--- config.mk ---
export PLATFORM = sky130hd
export DESIGN_NAME = os_array_sequencer
export DESIGN_NICKNAME = d
export VERILOG_FILES = /design/src/rtl/os_array_sequencer.sv
export SDC_FILE = /design/constraint.sdc
export NUM_CORES = 1
export LEC_CHECK = 0
export ABC_AREA = 1
export BUFFER_PORTS_ARGS = -buffer_cell sky130_fd_sc_hd__buf_4
export CORE_MARGIN = 10
export CORE_UTILIZATION = 25
export CTS_BUF_LIST = sky130_fd_sc_hd__clkbuf_4 sky130_fd_sc_hd__clkbuf_8
export CTS_CLUSTER_SIZE = 8
export DETAILED_ROUTE_END_ITERATION = 7
export GPL_ROUTABILITY_DRIVEN = 0
export PLACE_DENSITY_LB_ADDON = 0.08
export SLEW_MARGIN = 40
export SYNTH_ARGS = -nofsm -noshare
export SYNTH_HDL_FRONTEND = slang
export SYNTH_SLANG_ARGS = --single-unit
--- constraint.sdc ---
create_clock -name clk -period 3.96 [get_ports clk]
set_input_delay 0.792 -clock clk [delete_from_list [all_inputs] [get_ports clk]]
set_output_delay 0.792 -clock clk [all_outputs]
set_load 0.05 [all_outputs]
--- src/rtl/os_array_sequencer.sv ---
// Control sequencer for an output-stationary systolic array: clear, skewed feed, drain, switch, scan-out.
// Optional performance counters are compiled in with OS_ARRAY_SEQUENCER_PERF_CNT_EN.
module os_array_sequencer #(
    parameter int ROWS        = 4,
    parameter int COLS        = 4,
    parameter int K_WIDTH     = 16,
    parameter int STAGE       = 5,
    parameter int EXTRA_DELAY = 3,
    parameter int ROW_W       = (ROWS > 1) ? $clog2(ROWS) : 1
) (
    input  logic               clk,
    input  logic               rst,
    input  logic               start,
    input  logic [K_WIDTH-1:0] k_len,
    input  logic               stall,
    output logic               busy,
    output logic               done,
    output logic               feed_valid,
    output logic [K_WIDTH-1:0] feed_idx,
    output logic               pipeline_en,
    output logic               reg_clear,
    output logic               cell_en,
    output logic               cell_sc_en,
    output logic               c_switch,
    output logic               cscan_en,
    output logic               out_valid,
    input  logic               out_ready,
    output logic [ROW_W-1:0]   out_row
`ifdef OS_ARRAY_SEQUENCER_PERF_CNT_EN
    ,
    output logic [31:0]        perf_busy_cycles,
    output logic [31:0]        perf_stall_cycles
`endif
);

    localparam int CNT_W = K_WIDTH + 1;
    localparam logic [CNT_W-1:0] SKEW      = CNT_W'(ROWS + COLS - 2);
    localparam logic [CNT_W-1:0] DRAIN_LEN = CNT_W'(STAGE + EXTRA_DELAY);
    localparam logic [ROW_W-1:0] LAST_ROW  = ROW_W'(ROWS - 1);

    typedef enum logic [2:0] {
        S_IDLE,
        S_CLEAR,
        S_FEED,
        S_DRAIN,
        S_SWITCH,
        S_SCAN,
        S_DONE
    } state_t;

    state_t             state_reg, state_next;
    logic [K_WIDTH-1:0] k_reg, k_next;
    logic [CNT_W-1:0]   f_len_reg, f_len_next;
    logic [CNT_W-1:0]   cnt_reg, cnt_next;
    logic [K_WIDTH-1:0] feed_idx_reg, feed_idx_next;
    logic [ROW_W-1:0]   out_row_reg, out_row_next;

    logic busy_reg, done_reg, feed_valid_reg, pipeline_en_reg, reg_clear_reg;
    logic cell_en_reg, cell_sc_en_reg, c_switch_reg, cscan_en_reg, out_valid_reg;

    logic advance;
    logic beat;
    logic next_active;

    // The registered pipeline_en marks the current cycle as advancing, so the
    // counters and the array's view of the pipeline can never disagree.
    assign advance     = pipeline_en_reg;
    assign beat        = out_valid_reg && out_ready;
    assign next_active = (state_next == S_FEED) || (state_next == S_DRAIN);

    always_comb begin
        state_next    = state_reg;
        k_next        = k_reg;
        f_len_next    = f_len_reg;
        cnt_next      = cnt_reg;
        feed_idx_next = feed_idx_reg;
        out_row_next  = out_row_reg;
        case (state_reg)
            S_IDLE: begin
                if (start) begin
                    k_next        = k_len;
                    f_len_next    = {1'b0, k_len} + SKEW;
                    cnt_next      = '0;
                    feed_idx_next = '0;
                    out_row_next  = '0;
                    state_next    = (k_len != '0) ? S_CLEAR : S_DONE;
                end
            end
            S_CLEAR: begin
                cnt_next      = '0;
                feed_idx_next = '0;
                state_next    = S_FEED;
            end
            S_FEED: begin
                if (advance) begin
                    if (feed_idx_reg < k_reg) begin
                        feed_idx_next = feed_idx_reg + 1'b1;
                    end
                    if (cnt_reg == f_len_reg - 1'b1) begin
                        cnt_next   = '0;
                        state_next = S_DRAIN;
                    end else begin
                        cnt_next = cnt_reg + 1'b1;
                    end
                end
            end
            S_DRAIN: begin
                if (advance) begin
                    if (cnt_reg == DRAIN_LEN - 1'b1) begin
                        cnt_next      = '0;
                        feed_idx_next = '0;
                        state_next    = S_SWITCH;
                    end else begin
                        cnt_next = cnt_reg + 1'b1;
                    end
                end
            end
            S_SWITCH: begin
                out_row_next = '0;
                state_next   = S_SCAN;
            end
            S_SCAN: begin
                if (beat) begin
                    if (out_row_reg == LAST_ROW) begin
                        out_row_next = '0;
                        state_next   = S_DONE;
                    end else begin
                        out_row_next = out_row_reg + 1'b1;
                    end
                end
            end
            S_DONE: begin
                state_next = S_IDLE;
            end
            default: begin
                state_next = S_IDLE;
            end
        endcase
    end

    // Outputs are decoded from the next state so they line up with the state they describe.
    always_ff @(posedge clk) begin
        if (rst) begin
            state_reg       <= S_IDLE;
            k_reg           <= '0;
            f_len_reg       <= '0;
            cnt_reg         <= '0;
            feed_idx_reg    <= '0;
            out_row_reg     <= '0;
            busy_reg        <= 1'b0;
            done_reg        <= 1'b0;
            feed_valid_reg  <= 1'b0;
            pipeline_en_reg <= 1'b0;
            reg_clear_reg   <= 1'b0;
            cell_en_reg     <= 1'b0;
            cell_sc_en_reg  <= 1'b0;
            c_switch_reg    <= 1'b0;
            cscan_en_reg    <= 1'b0;
            out_valid_reg   <= 1'b0;
        end else begin
            state_reg       <= state_next;
            k_reg           <= k_next;
            f_len_reg       <= f_len_next;
            cnt_reg         <= cnt_next;
            feed_idx_reg    <= feed_idx_next;
            out_row_reg     <= out_row_next;
            busy_reg        <= (state_next != S_IDLE);
            done_reg        <= (state_next == S_DONE);
            reg_clear_reg   <= (state_next == S_CLEAR);
            pipeline_en_reg <= (state_next == S_CLEAR) || (next_active && !stall);
            cell_en_reg     <= next_active;
            cell_sc_en_reg  <= (state_next == S_FEED);
            feed_valid_reg  <= (state_next == S_FEED) && !stall && (feed_idx_next < k_next);
            c_switch_reg    <= (state_next == S_SWITCH);
            out_valid_reg   <= (state_next == S_SCAN);
            // The scan chain shifts in the cycle after each accepted row.
            cscan_en_reg    <= (state_reg == S_SCAN) && beat;
        end
    end

    assign busy        = busy_reg;
    assign done        = done_reg;
    assign feed_valid  = feed_valid_reg;
    assign feed_idx    = feed_idx_reg;
    assign pipeline_en = pipeline_en_reg;
    assign reg_clear   = reg_clear_reg;
    assign cell_en     = cell_en_reg;
    assign cell_sc_en  = cell_sc_en_reg;
    assign c_switch    = c_switch_reg;
    assign cscan_en    = cscan_en_reg;
    assign out_valid   = out_valid_reg;
    assign out_row     = out_row_reg;

`ifdef OS_ARRAY_SEQUENCER_PERF_CNT_EN
    logic [31:0] perf_busy_reg;
    logic [31:0] perf_stall_reg;

    // Stall cycles are the FEED/DRAIN cycles in which the pipeline did not advance.
    always_ff @(posedge clk) begin
        if (rst) begin
            perf_busy_reg  <= '0;
            perf_stall_reg <= '0;
        end else if (state_reg == S_IDLE && start) begin
            perf_busy_reg  <= '0;
            perf_stall_reg <= '0;
        end else begin
            if (busy_reg && (perf_busy_reg != '1)) begin
                perf_busy_reg <= perf_busy_reg + 1'b1;
            end
            if ((state_reg == S_FEED || state_reg == S_DRAIN) && !pipeline_en_reg
                && (perf_stall_reg != '1)) begin
                perf_stall_reg <= perf_stall_reg + 1'b1;
            end
        end
    end

    assign perf_busy_cycles  = perf_busy_reg;
    assign perf_stall_cycles = perf_stall_reg;
`endif

endmodule
Word-level counts from Yosys, hierarchy flattened
Index checks and enable logic that the tools add are counted.
{"block": "totals", "wordCells": 84, "in_bits": 21, "regBits": 81, "ram_bits": 0, "romBits": 0, "latch_bits": 0, "n_memories": 0}
{"block": "classes", "n_shift": 0, "mul": 0, "add_sub_neg": 5, "eq_ne": 18, "bitwise_logic": 0, "div_mod_pow": 0, "muxes": 27, "n_reduce_logical": 16, "order_cmp": 2}
{"operator": "two-way mux 16 bit", "n": 7}
{"operator": "two-way mux 17 bit", "n": 5}
{"operator": "case mux 17 bit (4 select lines)", "n": 1}
{"operator": "case mux 16 bit (4 select lines)", "n": 1}
{"operator": "less-than comparator 16 bit", "n": 2}
{"operator": "two-way mux 3 bit", "n": 8}
{"operator": "case mux 3 bit (6 select lines)", "n": 1}
{"operator": "adder 16 x 3 -> 17 bit, second input constant", "n": 1}
{"operator": "adder 17 x 1 -> 17 bit, second input constant", "n": 1}
{"operator": "== test 17 bit", "n": 1}
{"operator": "== test 17 x 3 -> 1 bit, second input constant", "n": 1}
{"operator": "subtractor 17 x 1 -> 17 bit, second input constant", "n": 1}
{"operator": "adder 16 x 1 -> 16 bit, second input constant", "n": 1}
{"operator": "nonzero test 16 bit", "n": 1}
{"operator": "== test 3 bit, second input constant", "n": 5}
{"operator": "== test 3 x 2 -> 1 bit, second input constant", "n": 4}
{"operator": "!= test 2 bit, second input constant", "n": 4}
{"operator": "== test 3 x 1 -> 1 bit, second input constant", "n": 2}
{"operator": "two-way mux 2 bit", "n": 3}
{"operator": "case mux 2 bit (3 select lines)", "n": 1}
{"operator": "nonzero test 3 bit", "n": 2}
{"operator": "logical AND 1 bit", "n": 5}
{"operator": "AND reduction 4 bit", "n": 1}
{"operator": "nonzero test 4 bit", "n": 1}
{"operator": "other kinds (7)", "n": 8}

Longest topological paths before layout
{"block": "depth", "word_depth": 9, "ltp_mapped": 25}

Worst setup path after synthesis
No wires, ideal clock.
{"block": "synth_path", "kind": "register -> register", "start": "register feed_idx_reg[15], in the netlist feed_idx[15]", "end": "register feed_valid_reg, in the netlist feed_valid", "setup_ns": 0.070, "synth_period_minus_slack_ns": 3.332, "required_ns": 3.890, "path_stages_with_launch": 23, "setup_slack_ns": 0.628, "arrival_time_ns": 3.263, "n_path_buf": 0, "cell_sequence": "dfxtp_1 -> ha_1 -> nand2_1 -> inv_1 -> nor3_1 -> o21ai_0 -> nor2_1 -> nand2_1 -> inv_1 -> nand2_1 -> nor2_1 -> nand4_1 -> o21ai_0 -> o211ai_1 -> nand3_1 -> ha_1 -> nand2_1 -> nor2_1 -> a211oi_1 -> o21ai_0 -> a31oi_1 -> nand3_1 -> a21oi_1"}
{"block": "synth_via", "elab_chain_cells": 6, "elab_cells_between_ends": 10, "cone_classes": "1 x add/sub; 2 x order compare; 6 x mux; 1 x reduce/logical"}
{"element": "start, declared", "line_no": "55", "text": "logic [K_WIDTH-1:0] feed_idx_reg, feed_idx_next;"}
{"element": "start signal, assigned", "line_no": "165", "text": "feed_idx_reg <= feed_idx_next;"}
{"element": "less-than comparator 16 bit", "line_no": "96", "text": "if (feed_idx_reg < k_reg) begin"}
{"element": "two-way mux 16 bit", "line_no": "96"}
{"element": "two-way mux 16 bit", "line_no": "95", "text": "if (advance) begin"}
{"element": "case mux 16 bit (4 select lines)", "line_no": "78", "text": "case (state_reg)"}
{"element": "net feed_idx_next[11]", "line_no": "55"}
{"element": "less-than comparator 16 bit", "line_no": "173", "text": "feed_valid_reg <= (state_next == S_FEED) && !stall && (feed_idx_next < k_next);"}
{"element": "logical AND 1 bit", "line_no": "173"}
{"element": "end signal, assigned", "line_no": "173"}
{"element": "end, declared", "line_no": "58", "text": "logic busy_reg, done_reg, feed_valid_reg, pipeline_en_reg, reg_clear_reg;"}
The timed path passes the listed nets, and every way through them passes these cells.
A chain may end at the register's enable or synchronous reset.

Worst setup path in the final report
{"block": "layout_path", "start": "register feed_idx_reg[9], in the netlist feed_idx[9]", "end": "register feed_valid_reg, in the netlist feed_valid"}
{"block": "layout_via", "elab_chain_cells": 6, "elab_cells_between_ends": 10, "cone_classes": "1 x add/sub; 2 x order compare; 6 x mux; 1 x reduce/logical"}
{"element": "adder 16 x 1 -> 16 bit / less-than comparator 16 bit (equally long branches)", "line_no": "97, 96"}
{"element": "two-way mux 16 bit (*)", "line_no": "96"}
{"element": "two-way mux 16 bit (*)", "line_no": "95"}
{"element": "case mux 16 bit (4 select lines) (*)", "line_no": "78"}
{"element": "net feed_idx_next[11]", "line_no": "55"}
{"element": "less-than comparator 16 bit (*)", "line_no": "173"}
{"element": "logical AND 1 bit (*)", "line_no": "173"}
The timed path passes the listed nets; every way through them passes the cells marked *.

==> PnR_summary.wiki <==
{| class="wikitable"
! Metric !! Value
|-
| Share of final-layout standard cells stronger than drive strength 1 || 11.1%
|-
| Wire length reported by the detailed router || 16,300 um
|-
| Clock power share || 37.6%
|-
| DR DRC count || 0
|-
| Post-CTS setup-driven buffer insertion count || 0
|-
| Hold Buf Count CTS || 0
|-
| Synthesis-to-layout area growth || 18.7%
|-
| Final setup violating endpoints || 0
|-
| Count of unique library cells instantiated by Yosys || 44
|-
| Fin crit share || 86.3%
|-
| Unrepaired setup endpoints after global routing || no
|-
| Area used by multi-input combinational logic || 3100 um2
|-
| Die width || 166 um
|-
| Post-cts repair resize count || 0
|-
| Number of enable-type register cells in the synthesized netlist || 0
|-
| Num ports || 49
|-
| Most frequent cells in the layout || sky130_fd_sc_hd__nand2_1 (162), sky130_fd_sc_hd__inv_1 (130), sky130_fd_sc_hd__nor2_1 (83)
|-
| Latest clock arrival within the worst-skew pair || 390 ps
|-
| Commonest non-fill, non-tap cell in the layout || sky130_fd_sc_hd__nand2_1
|-
| Sequential Area || 1620 um2
|-
| Cell Rows || 53
|-
| Combinational group share of total power || 22.7%
|-
| Post-Synthesis Mean Instance Area || 6.77 um2
|-
| Area share of xor/xnor cells in the synthesized design || 8.10%
|-
| Area of the die || 27,400 um2
|-
| Post-route cell area || 6290 um2
|-
| Largest family of logic cells by synthesized area || simple AND/OR/NAND/NOR gates
|-
| Placed instance area || 6010 um2
|-
| Total negative setup slack || 0 ps
|-
| Initial core utilization || 25.3%
|-
| Power density relative to cell area || 358 nW/um2
|-
| Top Metal Used || met4
|-
| Transition time of the tightest slew-check pin || 759 ps
|-
| Commonest register cell after synthesis || sky130_fd_sc_hd__dfxtp_1
|-
| Status || finished clean
|-
| Max rail drop VDD || 0.173 mV
|-
| Synth Cell Area || 5300 um2
|-
| Psw || 0.720 mW
|-
| Wire length on met2 || 7770 um
|-
| Routed length per instance || 14.6 um
|-
| Headroom to the max-slew limit || 48.9%
|-
| Leakage || 3.03 nW
|-
| Register bit count reported by yosys || 81
|-
| Vias in the first global route || 4,877
|-
| Global-route wire length before repair || 26,200 um
|-
| Vias post-DR || 4,913
|-
| NumNets Final || 888
|-
| Kind of end point of the critical path || register
|-
| Initial antenna violation count || 0
|-
| CTS H-tree lvls || 3
|-
| Crit-path max FO || 6
|-
| Worst-case clock skew || 20.5 ps
|-
| Final hold violations || 0
|-
| Clock Sink Count || 81
|-
| Internal portion of total power || 1.53 mW
|-
| Crit path arrival time || 3730 ps
|-
| # diodes || 0
|-
| Pin count of the biggest net entering global routing || 44
|-
| Net Count, Synth || 838
|-
| Class of the worst hold path || reg -> reg
|-
| HPWL Detailed || 12,700 um
|-
| Hold slack final || 484 ps
|-
| Ys Warns || 0
|-
| Async set or reset register ratio after synthesis || 0%
|-
| Classification of the worst setup path || reg -> reg
|-
| Required arrival time at the worst endpoint || 4280 ps
|-
| TritonCTS clock tree || built
|-
| Initial drt markers || 218
|-
| Antenna violation net count after detailed routing || 0
|-
| CTS buffer count || 9
|-
| Switching share of power || 31.9%
|-
| Final Max Slew Viols || 0
|-
| Met3 wire length || 569 um
|-
| Total routing usage reported by global routing || 12.2%
|-
| DR vias/cell || 4.42
|-
| Clock-pin slew of the registers on the worst-case setup and hold paths || 100 ps
|-
| Mux contribution to synthesized area || 0%
|-
| Sequential power share || 39.7%
|-
| Area of the placeable core || 21,000 um2
|-
| Number of buffers added on ports || 48
|-
| Maximum clock rate || 293 MHz
|-
| Filler cells || 2,396
|-
| Syn Inst Count || 782
|-
| Startpoint types || register
|-
| Register area share after synthesis || 30.6%
|-
| Area fraction in compound gates after synthesis || 11.9%
|-
| Final critical path time including I/O delays and setup || 3420 ps
|-
| Gr ovfl total || 0
|-
| Routed length on met1 || 7790 um
|-
| Synth Area in Adders || 8.27%
|-
| Worst-case clock buffer depth || 2
|-
| Y dimension of the die || 166 um
|-
| Basic-gate share of the synthesized area counting and, or, nand and nor cells || 30.2%
|-
| Number of max-cap violations || 0
|-
| First-pass iteration count of the detailed router || 4
|-
| CTS Root Cell || sky130_fd_sc_hd__clkbuf_8
|}
-- final timing paths --
check / start / slack, ps / to / cells past startpoint
worst max-delay path: feed_idx[9] / 540 / feed_valid / 21
worst min-delay path: f_len_reg[1] / 480 / f_len_reg[1] / 2
worst max register to register: feed_idx[9] / 540 / feed_valid / 21
worst min register to register: f_len_reg[1] / 480 / f_len_reg[1] / 2
-- cell type report --
cell class | instances | area share (%)
inverter | 132 | 7.88
tap | 275 | 5.47
sequential | 81 | 25.8
clock inverter | 6 | 2.19
timing repair buffer | 60 | 7.16
multi-input combinational | 548 | 49.3
clock buffer | 10 | 2.19
-- critical path, stage by stage, from the launching register on --
cell and delay, ps:
sky130_fd_sc_hd__dfxtp_1 460, sky130_fd_sc_hd__ha_1 280, sky130_fd_sc_hd__a21oi_1 120, sky130_fd_sc_hd__o21ai_0 80
sky130_fd_sc_hd__and2_0 170, sky130_fd_sc_hd__nor2_2 160, sky130_fd_sc_hd__nand2_1 110, sky130_fd_sc_hd__inv_1 130
sky130_fd_sc_hd__nand2_1 80, sky130_fd_sc_hd__nor2_1 140, sky130_fd_sc_hd__nand4_1 150, sky130_fd_sc_hd__o21ai_0 180
sky130_fd_sc_hd__o211ai_1 100, sky130_fd_sc_hd__nand3_1 110, sky130_fd_sc_hd__ha_1 250, sky130_fd_sc_hd__nand2_1 110
sky130_fd_sc_hd__nor2_1 60, sky130_fd_sc_hd__a211oi_1 190, sky130_fd_sc_hd__o21ai_0 110, sky130_fd_sc_hd__a31oi_1 150
sky130_fd_sc_hd__nand3_1 90, sky130_fd_sc_hd__a21oi_1 110
-- metal layers --
layer  track usage, %  vias to the layer above
met2             20.6                       55
met3             2.73                       13
met4             2.87                        0
met5                0                        -
li1                 -                     2620
met1             15.6                     2225
-- stage by stage --
step	utilization (%)	setup slack, ps	total power, mW	instances
after detailed placement	28.7	456	1.43	1096
after global routing	30.0	17.0	2.40	1112
after global placement	28.7	521	1.44	1096
final	30.0	542	2.25	1112
after floorplan	-	628	1.27	782
after CTS	30.0	410	2.30	1112
-- Yosys cell counts (all sizes together), types with 2 or more instances --
master | count | area, um2
o211ai | 14 | 105
xor2 | 38 | 333
and2 | 2 | 12.5
dfxtp | 81 | 1620
a31oi | 4 | 25.0
a22oi | 6 | 45.0
inv | 131 | 492
ha | 35 | 438
nor3 | 21 | 115
xnor2 | 11 | 96.3
a32oi | 3 | 26.3
nand3 | 46 | 243
a21oi | 32 | 164
or2 | 9 | 56.3
nand2 | 165 | 632
o21ai | 38 | 190
nor4 | 9 | 56.3
nor2 | 88 | 348
a211oi | 3 | 22.5
clkbuf | 20 | 76.3
nand4 | 15 | 106
-- power by group through the flow --
stage               Clock (mW)  Sequential [mW]  Combinational, mW
CTS                      0.879            0.897              0.520
floorplan                    0            0.935              0.335
detailed placement           0            0.916              0.518
finish                   0.847            0.896              0.511
global route             0.904            0.905              0.587
global placement             0            0.917              0.524
-- cells by family (layout without fill, tap and decap cells) --
group,count (synthesis),in the layout
adder cells (fa/ha/maj),35,35
XOR/XNOR,49,49
buffers and inverters,153,208
AND/OR/NAND/NOR,358,358
AO/OA/AOI/OAI,106,106
flip-flops,81,81
(Power assumes the default switching activity.)
